===== src/rtl/cnt_ctrl_pkg.sv =====
// Shared definitions for the count sequencer: controller state codes and the
// default counter width.
package cnt_ctrl_pkg;

    localparam int DEFAULT_WIDTH = 8;

    typedef logic [1:0] state_t;

    localparam state_t IDLE   = 2'b00;
    localparam state_t RUN    = 2'b01;
    localparam state_t PAUSED = 2'b10;
    localparam state_t DONE   = 2'b11;

endpackage


===== src/rtl/cnt_core.sv =====
// Counter core driven only by the sequencer. Updates on the falling edge;
// clear takes precedence over enable.
module cnt_core
    import cnt_ctrl_pkg::*;
#(
    parameter int WIDTH = DEFAULT_WIDTH
) (
    input  logic             clk,
    input  logic             reset,
    input  logic             clr,
    input  logic             en,
    output logic [WIDTH-1:0] count
);

    // Counter register: clear, increment or hold.
    always_ff @(negedge clk or posedge reset) begin
        if (reset) begin
            count <= '0;
        end else if (clr) begin
            count <= '0;
        end else if (en) begin
            count <= count + WIDTH'(1);
        end
    end

endmodule


===== src/rtl/count_seq_ctrl.sv =====
// Count sequencer: accepts a limit/mode command, runs the counter core from
// zero to the limit, and reports terminal count (tick) and one-shot
// completion (done, held until done_ack).
//
// state  | meaning
// IDLE   | waiting for a command; cmd_ready high
// RUN    | counting toward limit_q
// PAUSED | counter frozen by pause
// DONE   | one-shot finished; count parked at limit_q until done_ack
module count_seq_ctrl
    import cnt_ctrl_pkg::*;
#(
    parameter int WIDTH = DEFAULT_WIDTH
) (
    input  logic             clk,
    input  logic             reset,
    input  logic             cmd_valid,
    output logic             cmd_ready,
    input  logic [WIDTH-1:0] cmd_limit,
    input  logic             cmd_periodic,
    input  logic             pause,
    input  logic             abort,
    input  logic             done_ack,
    output logic [WIDTH-1:0] count,
    output logic             tick,
    output logic             running,
    output logic             done
);

    state_t           state;
    state_t           state_nxt;
    logic [WIDTH-1:0] limit_q;
    logic             periodic_q;
    logic             accept;
    logic             at_limit;
    logic             clr;
    logic             en;
    logic             tick_nxt;
    logic             done_nxt;

    // Abort in IDLE blocks acceptance even though cmd_ready stays high.
    assign cmd_ready = (state == IDLE);
    assign accept    = cmd_ready & cmd_valid & ~abort;
    assign at_limit  = (count == limit_q);
    assign running   = (state == RUN);

    cnt_core #(
        .WIDTH (WIDTH)
    ) u_core (
        .clk   (clk),
        .reset (reset),
        .clr   (clr),
        .en    (en),
        .count (count)
    );

    // State, command and status registers.
    always_ff @(negedge clk or posedge reset) begin
        if (reset) begin
            state      <= IDLE;
            limit_q    <= '0;
            periodic_q <= 1'b0;
            tick       <= 1'b0;
            done       <= 1'b0;
        end else begin
            state <= state_nxt;
            tick  <= tick_nxt;
            done  <= done_nxt;
            if (accept) begin
                limit_q    <= cmd_limit;
                periodic_q <= cmd_periodic;
            end
        end
    end

    // Next state: abort beats pause beats terminal/increment.
    always_comb begin
        state_nxt = state;
        case (state)
            IDLE: begin
                if (accept) begin
                    state_nxt = RUN;
                end
            end
            RUN: begin
                if (abort) begin
                    state_nxt = IDLE;
                end else if (pause) begin
                    state_nxt = PAUSED;
                end else if (at_limit && !periodic_q) begin
                    state_nxt = DONE;
                end
            end
            PAUSED: begin
                if (abort) begin
                    state_nxt = IDLE;
                end else if (!pause) begin
                    state_nxt = RUN;
                end
            end
            DONE: begin
                if (abort || done_ack) begin
                    state_nxt = IDLE;
                end
            end
            default: state_nxt = IDLE;
        endcase
    end

    // Counter control and next tick/done values for the current state.
    always_comb begin
        clr      = 1'b0;
        en       = 1'b0;
        tick_nxt = 1'b0;
        done_nxt = 1'b0;
        case (state)
            IDLE: begin
                clr = accept;
            end
            RUN: begin
                if (abort) begin
                    clr = 1'b1;
                end else if (pause) begin
                    // terminal deferred until the pause is released
                end else if (at_limit) begin
                    tick_nxt = 1'b1;
                    if (periodic_q) begin
                        clr = 1'b1;
                    end else begin
                        done_nxt = 1'b1;
                    end
                end else begin
                    en = 1'b1;
                end
            end
            PAUSED: begin
                clr = abort;
            end
            DONE: begin
                if (abort || done_ack) begin
                    clr = 1'b1;
                end else begin
                    done_nxt = 1'b1;
                end
            end
            default: clr = 1'b1;
        endcase
    end

endmodule


===== config.mk =====
export PLATFORM = sky130hd
export DESIGN_NAME = count_seq_ctrl
export DESIGN_NICKNAME = d
export VERILOG_FILES = /design/src/rtl/cnt_ctrl_pkg.sv /design/src/rtl/cnt_core.sv /design/src/rtl/count_seq_ctrl.sv
export SDC_FILE = /design/constraint.sdc
export NUM_CORES = 1
export LEC_CHECK = 0
export CORE_AREA = 2 2 54 56
export CTS_BUF_LIST = sky130_fd_sc_hd__clkbuf_8 sky130_fd_sc_hd__clkbuf_16
export CTS_CLUSTER_DIAMETER = 30
export CTS_CLUSTER_SIZE = 16
export DETAILED_ROUTE_END_ITERATION = 10
export DIE_AREA = 0 0 56 58
export GPL_ROUTABILITY_DRIVEN = 0
export MAX_ROUTING_LAYER = met4
export PLACE_DENSITY = 0.72
export SLEW_MARGIN = 0
export SYNTH_ARGS = -nofsm -noshare
export SYNTH_HDL_FRONTEND = slang
export SYNTH_SLANG_ARGS = --single-unit

===== constraint.sdc =====
create_clock -name clk -period 1.9 [get_ports clk]
set_clock_uncertainty 0.1 [all_clocks]
set_input_delay 0.285 -clock clk [delete_from_list [all_inputs] [get_ports clk]]
set_output_delay 0.285 -clock clk [all_outputs]
set_load 0.02 [all_outputs]

==> impl_metrics.toml, run 1 <==
[global_routing]
grt_remaining_overflow = 0
top_usage_layer = "met2"
grt_pass1_vias = 1137
grtUsageMet3_pct = 3.57
track_usage_pct = 21.1
antenna_found_initial = 0
grt_max_degree = 22
gr-usage-met2_pct = 34.5
use_met1_pct = 25.0
grt_pass1_wl_um = 5090

[timing]
slew-limit-headroom_pct = 68.9
setup_violations = 30
rsz0062_at_grt = "yes"
final_max_slew_viol_count = 0
worst_slew_pin_slew_ns = 0.467
final_hold_viol_count = 0
timing.final.ws_setup_ns = -0.616

[floorplanning]
initial_core_util_pct = 41.5
dieArea_um2 = 3250
num_rows = 19
coreArea_um2 = 2660
ios = 27
fp.dieH_um = 58
die_w_um = 56

[logic_synthesis]
yosys_warnings = 0
synth_edf_count = 0
yosys.area.top_type = "dfrtn_1"
synthDominantCellAreaShare_pct = 47.5
async_reset_ff_share_pct = 100
syn_avg_cell_area_um2 = 10.5
syn_nets = 121
yosysUniqueCellTypes = 34
synth_compound_area_share_pct = 12.1
ys_seq_elements = 21
ys_seq_area_share_pct = 47.5
synth_adder_area_share_pct = 1.13
synth_area_leaders = "dfrtn_1, xnor2_1, mux2_2"
synth_top_family_by_area = "simple AND/OR/NAND/NOR gates"
synthesis.area_um2 = 1110
synth_xor_area_share_pct = 10.3
synthMuxAreaShare_pct = 9.05
synth_ff_type = "dfrtn_1"
synth_cells = 105
synth-simple-area-share_pct = 17.1

[finish]
multi_input_area_um2 = 672
area_delta_synth_final_pct = 73.8
fin_area_um2 = 1920
nNetsFinal = 187
final_common_cell = "buf_6"
drive_gt1_share_pct = 48.8
regArea_um2 = 526
diodes = 0
n_fill_cell = 190
mostFrequentLayoutCells = "buf_6, buf_4, dfrtn_1"

[power]
clock_power_share_pct = 25.3
netSwitchingFraction_pct = 28.0
p_total_mw = 1.19
p_leak_nw = 0.869
net-switching-power_mw = 0.333
comb_power_share_pct = 29.4
p_int_mw = 0.855
peakVddDrop_mv = 0.540
pwr-share-seq_pct = 45.3
powerDensity_nw_per_um2 = 619

[setup_path]
required_ns = 1.15
critPathKind = "in -> reg"
endpoint_kind = "flop"
critPathMaxFanout = 3
start_kind = "primary input"
cp.arrival_ns = 1.77

[placed_design]
dpl.hpwl_um = 1910
dpl_cell_area_um2 = 1660
portBuffers = 26

[routing]
wire_per_inst_um = 15.6
via_per_inst = 5.37
dr.pass1.iters = 4
drc = 0
drtIter0Drc = 34
detail-route-antenna-nets = 0
wl_um = 3130
vias = 1080

[cts]
clock-root-buffer = "clkbuf_8"
cts_sinks = 21
clk_latency_ns = 0.28
cts_buffers = 3
cts_buffer_depth = 2
h-tree-depth = 1
clk_pin_slew_worst_paths_ns = 0.05
tritoncts = "built"

[worst_hold_path]
holdCritPathClass = "reg -> reg"

[outcome]
status = "finished, violations left"
violations = "negative setup slack"

[run]
maxCapViolCount = 0
==> worst max-delay path, cell delays in order <==
cell and delay, ns:
buf_6 0.10, or4b_4 0.54, o21bai_4 0.21, or4_4 0.48, a21oi_2 0.15
==> per-layer routing <==
metal	share of wire (%)	up-vias	wire, µm
met4	2.0	0	64
met3	5.3	7	166
met1	42	531	1300
met2	51	43	1600
met5	0	-	0
li1	-	499	-
==> synth_stat cells, types with 2 or more instances <==
master / n
mux2_1: 2
a21oi_1: 5
nor2_1: 15
xnor2_1: 8
o21ai_0: 6
nor3_1: 2
mux2_2: 6
or4_1: 2
dfrtn_1: 21
nand2b_1: 3
inv_1: 4
nand4_1: 3
nand3_1: 3
xor2_1: 5
==> sequential cells by signal, summed over array words and instances, names as in the netlist <==
signal	cells
done	1
limit_q	8
periodic_q	1
state	2
tick	1
u_core.count	8
==> power groups by stage <==
stage,registers [mW],clock network (mW),logic (mW)
after floorplan,0.541,0,0.184
after global placement,0.544,0,0.298
after detailed placement,0.545,0,0.304
after CTS,0.539,0.299,0.339
after global routing,0.545,0.321,0.376
final,0.538,0.301,0.350
==> stage by stage <==
stage	hold slack (ns)	cells	TNS, ns	util, %	worst slack (ns)
final	0.380	201	-10.66	72.2	-0.616
after detailed placement	0.381	184	-24.92	62.5	-1.24
after global routing	0.411	201	-11.60	72.2	-0.657
after CTS	0.385	200	-11.46	70.0	-0.611
after floorplan	0.363	105	-9.72	-	-0.840
after global placement	0.381	184	-24.72	62.5	-1.21
==> timing repair <==
| action | 4_1_cts | 5_1_grt |
|---|---|---|
| hold buffers | 0 | 0 |
| hold endpoints to repair | 0 | 0 |
| buffers inserted | 13 | 3 |
| pin swaps | 14 | 13 |
| resized for setup | 104 | 14 |
| endpoints found under the setup margin | 33 | 32 |
==> cells by family after synthesis <==
kind of cell | count (synthesis)
XOR/XNOR | 13
AND/OR/NAND/NOR | 35
multiplexers | 9
flip-flops | 21
AO/OA/AOI/OAI | 19
adder cells (fa/ha/maj) | 1
buffers and inverters | 7
==> cell type report <==
type / count / share of cell area, %
Tap cell: 31 / 2.02
Sequential cell: 21 / 27.3
Clock inverter: 1 / 0.195
Multi-Input combinational cell: 77 / 35.0
Timing Repair Buffer: 64 / 32.6
Inverter: 4 / 0.781
Clock buffer: 3 / 2.15
==> path summary, 6_finish.rpt <==
kind                            start              end  slack [ns]  cells past startpoint
max                             pause  u_core.count[6]       -0.62                      5
min                        limit_q[6]       limit_q[6]        0.38                      1
max reg2reg                  state[1]  u_core.count[6]       -0.33                      6
min reg2reg                limit_q[6]       limit_q[6]        0.38                      1
max in group asynchronous       reset       limit_q[1]        0.47                      3
min in group asynchronous       reset         state[0]        1.06                      3
(Power assumes the default switching activity.)
==> inputs of run 2 (changes only) <==
--- a/config.mk
+++ b/config.mk
@@ -5,12 +5,12 @@
 export SDC_FILE = /design/constraint.sdc
 export NUM_CORES = 1
 export LEC_CHECK = 0
-export CORE_AREA = 2 2 54 56
+export CORE_AREA = 3 3 55 57
 export CTS_BUF_LIST = sky130_fd_sc_hd__clkbuf_8 sky130_fd_sc_hd__clkbuf_16
 export CTS_CLUSTER_DIAMETER = 30
 export CTS_CLUSTER_SIZE = 16
 export DETAILED_ROUTE_END_ITERATION = 10
-export DIE_AREA = 0 0 56 58
+export DIE_AREA = 0 0 58 60
 export GPL_ROUTABILITY_DRIVEN = 0
 export MAX_ROUTING_LAYER = met4
 export PLACE_DENSITY = 0.72
==> impl_metrics.toml, run 2 (synthesis gave the netlist of run 1 again) <==
[outcome]
status = "finished, violations left"
violations = "negative setup slack"

[floorplanning]
die_w_um = 58
num_rows = 18
ios = 27
initial_core_util_pct = 43.8
fp.dieH_um = 60
dieArea_um2 = 3480
coreArea_um2 = 2520

[timing]
timing.final.ws_setup_ns = -0.590
rsz0062_at_grt = "yes"
final_hold_viol_count = 0
setup_violations = 31
worst_slew_pin_slew_ns = 0.433
final_max_slew_viol_count = 0
slew-limit-headroom_pct = 71.2

[global_routing]
grt_remaining_overflow = 0
grt_pass1_wl_um = 5090
grt_pass1_vias = 1064
grt_max_degree = 22
track_usage_pct = 20.3
antenna_found_initial = 0

[cts]
ctsHoldBuffers = 0
cts_buffers = 3
cts_sinks = 21
h-tree-depth = 1
tritoncts = "built"
cts_buffer_depth = 2
clk_latency_ns = 0.27
clock-root-buffer = "clkbuf_8"
clk_pin_slew_worst_paths_ns = 0.05

[setup_path]
endpoint_kind = "flop"
reg2reg_from = "state[0]"
cp.arrival_ns = 1.74
critPathMaxFanout = 4
startpoint = "abort"
critPathKind = "in -> reg"
required_ns = 1.15
start_kind = "primary input"

[routing]
detail-route-antenna-nets = 0
via_per_inst = 5.23
wire_per_inst_um = 16.0
drtIter0Drc = 26
dr.pass1.iters = 5
vias = 1010
drc = 0
wl_um = 3090

[finish]
final_common_cell = "buf_4"
drive_gt1_share_pct = 47.2
fin_area_um2 = 1840
final_core_util_pct = 73.0
mostFrequentLayoutCells = "buf_4, dfrtn_1, buf_6"
top_regs = "limit_q x8, u_core.count x8, state x2"
area_delta_synth_final_pct = 66.4
n_fill_cell = 179
diodes = 0
nNetsFinal = 180
layoutNonFillerInstCount = 193

[placed_design]
portBuffers = 26
dp.cells = 181
dpl_cell_area_um2 = 1650
dpl.hpwl_um = 1980

[worst_hold_path]
worstHoldStart = "limit_q[7]"
holdCritPathClass = "reg -> reg"

[power]
peakVddDrop_mv = 0.595
p_leak_nw = 0.831
p_total_mw = 1.18
powerDensity_nw_per_um2 = 640

[run]
maxCapViolCount = 0
==> run 2: stage by stage <==
stage,setup WS [ns],hold WS [ns],setup TNS (ns)
2_1_floorplan,-0.840,0.363,-9.72
3_3_place_gp,-1.19,0.381,-24.36
3_5_place_dp,-1.22,0.385,-24.89
4_1_cts,-0.655,0.392,-10.21
5_1_grt,-0.627,0.401,-10.67
6_report,-0.590,0.389,-9.58
==> run 2: final timing paths <==
path	depth (start not counted)	end	slack (ns)
hold / removal	1	limit_q[7]	0.39
setup reg to reg	7	u_core.count[6]	-0.31
min in group asynchronous	3	state[1]	1.07
max in group asynchronous	3	u_core.count[0]	0.46
setup / recovery	5	u_core.count[6]	-0.59
hold reg to reg	1	limit_q[7]	0.39
==> run 2: per-layer routing <==
metal | vias to the layer above | GRT usage [%] | routed length, µm
met4 | 0 | 5.96 | 42
li1 | 487 | - | -
met3 | 6 | 4.32 | 173
met1 | 480 | 25.6 | 1290
met5 | - | - | 0
met2 | 37 | 32.7 | 1580
==> run 2: critical path, cell delays in order <==
cell	delay, ns
buf_8	0.09
or4b_4	0.55
o21bai_4	0.20
or4_4	0.48
a21oi_2	0.13
==> run 2: timing repair <==
action / 4_1_cts / 5_1_grt
gates cloned: 1 / 0
resized for setup: 105 / 10
setup buffers: 7 / 4
pin swaps: 12 / 8
endpoints found under the setup margin: 33 / 33
==> run 2: final cells by class <==
type | instances | area [µm²] | share of cell area (%)
sequential | 21 | 526 | 28.6
multi-input combinational | 77 | 668 | 36.3
clock buffer | 3 | 41.3 | 2.24
tap | 30 | 37.5 | 2.04
inverter | 4 | 15.0 | 0.816
timing repair buffer | 57 | 548 | 29.8
clock inverter | 1 | 5.00 | 0.272
==> run 2: power by group <==
part,switching [mW],internal (mW)
combinational,0.144,0.198
clock,0.146,0.146
sequential,0.0434,0.501
total,0.334,0.844
==> inputs of run 3 (changes only) <==
--- a/config.mk
+++ b/config.mk
@@ -6,14 +6,13 @@
 export NUM_CORES = 1
 export LEC_CHECK = 0
 export CORE_AREA = 3 3 55 57
-export CTS_BUF_LIST = sky130_fd_sc_hd__clkbuf_8 sky130_fd_sc_hd__clkbuf_16
 export CTS_CLUSTER_DIAMETER = 30
 export CTS_CLUSTER_SIZE = 16
 export DETAILED_ROUTE_END_ITERATION = 10
 export DIE_AREA = 0 0 58 60
 export GPL_ROUTABILITY_DRIVEN = 0
 export MAX_ROUTING_LAYER = met4
-export PLACE_DENSITY = 0.72
+export PLACE_DENSITY = 0.7
 export SLEW_MARGIN = 0
 export SYNTH_ARGS = -nofsm -noshare
 export SYNTH_HDL_FRONTEND = slang
==> impl_metrics.toml, run 3 (synthesis gave the netlist of run 1 again) <==
[outcome]
status = "finished, violations left"
violations = "negative setup slack"

[worst_hold_path]
holdCritPathClass = "reg -> reg"
worstHoldStart = "limit_q[6]"

[timing]
rsz0062_at_grt = "yes"
timing.final.ws_setup_ns = -0.551
final_hold_viol_count = 0
setup_violations = 31
final_max_slew_viol_count = 0
setup_tns_ns = -9.10
worst_slew_pin_slew_ns = 0.483
hold_ws_ns = 0.380
slew-limit-headroom_pct = 67.8

[power]
p_leak_nw = 0.815
peakVddDrop_mv = 0.469
powerDensity_nw_per_um2 = 605
p_total_mw = 1.09

[cts]
ctsHoldBuffers = 0
clk_latency_ns = 0.30
clk_pin_slew_worst_paths_ns = 0.08
clock-root-buffer = "clkbuf_4"
cts_sinks = 21
cts_buffer_depth = 2
tritoncts = "built"
cts_buffers = 3
h-tree-depth = 1

[global_routing]
antenna_found_initial = 0
track_usage_pct = 18.7
grt_pass1_wl_um = 4770
grt_remaining_overflow = 0
grt_max_degree = 22
grt_pass1_vias = 1040

[routing]
drc = 0
via_per_inst = 5.26
wire_per_inst_um = 14.8
routed-wl-met3_um = 130
wl_um = 2880
vias = 1021
dr.pass1.iters = 4
highest_layer = "met4"
drtIter0Drc = 4
met1_length_um = 1260
met2WireLength_um = 1430
detail-route-antenna-nets = 0

[floorplanning]
ios = 27
fp.dieH_um = 60
coreArea_um2 = 2520
initial_core_util_pct = 43.8
num_rows = 18
die_w_um = 58
dieArea_um2 = 3480

[setup_path]
reg2reg_from = "u_core.count[6]"
start_kind = "primary input"
endpoint_kind = "flop"
critPathMaxFanout = 3
startpoint = "pause"
cp.arrival_ns = 1.74
critPathKind = "in -> reg"
required_ns = 1.19

[run]
maxCapViolCount = 0

[finish]
mostFrequentLayoutCells = "buf_4, dfrtn_1, buf_6"
drive_gt1_share_pct = 46.3
layoutNonFillerInstCount = 194
n_fill_cell = 198
top_regs = "limit_q x8, u_core.count x8, state x2"
diodes = 0
area_delta_synth_final_pct = 62.6
final_common_cell = "buf_4"
nNetsFinal = 181

[placed_design]
portBuffers = 26
dp.cells = 179
dpl.hpwl_um = 1870
-- run 3: changes by cell type in the layout (fill, tap and decap cells not counted), moves of 2 or more --
cell      delta
clkbuf_4     +3
clkbuf_8     -3
nor2_1       +2
nor2_2       -2
-- run 3: cell type report --
| class | count | area [µm²] | share of cell area, % |
|---|---|---|---|
| clock buffers | 3 | 22.5 | 1.25 |
| clock inverters | 1 | 5.00 | 0.278 |
| inverters | 4 | 15.0 | 0.835 |
| multi-input cells | 77 | 652 | 36.3 |
| flip-flops and latches | 21 | 526 | 29.2 |
| well taps | 30 | 37.5 | 2.09 |
| repair buffers | 58 | 541 | 30.1 |
-- run 3: layer usage --
metal	up-vias	track usage, %
met2	28	29.8
met3	8	4.75
met5	-	-
met4	0	6.95
met1	494	23.0
li1	491	-
-- run 3: path summary, 6_finish.rpt --
kind	endpoint	slack, ns	cells past startpoint
hold reg to reg	limit_q[6]	0.38	1
setup reg to reg	u_core.count[3]	-0.23	8
setup / recovery	u_core.count[6]	-0.55	5
min in group asynchronous	state[1]	1.03	3
hold / removal	limit_q[6]	0.38	1
max in group asynchronous	done	0.50	3
-- run 3: where the power goes --
group          switching (mW)  internal [mW]
combinational           0.140          0.197
sequential             0.0372          0.500
clock                   0.135         0.0786
-- run 3: repair_timing --
item | 4_1_cts | 5_1_grt
resized for setup | 96 | 12
setup buffers | 8 | 4
gates cloned | 1 | 0
pin swaps | 6 | 7
setup endpoints to repair | 33 | 32
endpoints found under the hold margin | 0 | 0
-- run 3: stage by stage --
stage	worst slack, ns	area (µm²)	utilization [%]
2_1_floorplan	-0.840	1180	-
3_3_place_gp	-1.18	1630	64.7
3_5_place_dp	-1.21	1630	64.7
4_1_cts	-0.594	1800	71.3
5_1_grt	-0.563	1800	71.3
6_report	-0.551	1800	71.3
-- run 3: worst max-delay path, stage by stage --
cell	delay [ns]
buf_6	0.09
or4b_4	0.56
o21bai_4	0.20
or4_1	0.48
a21oi_2	0.13
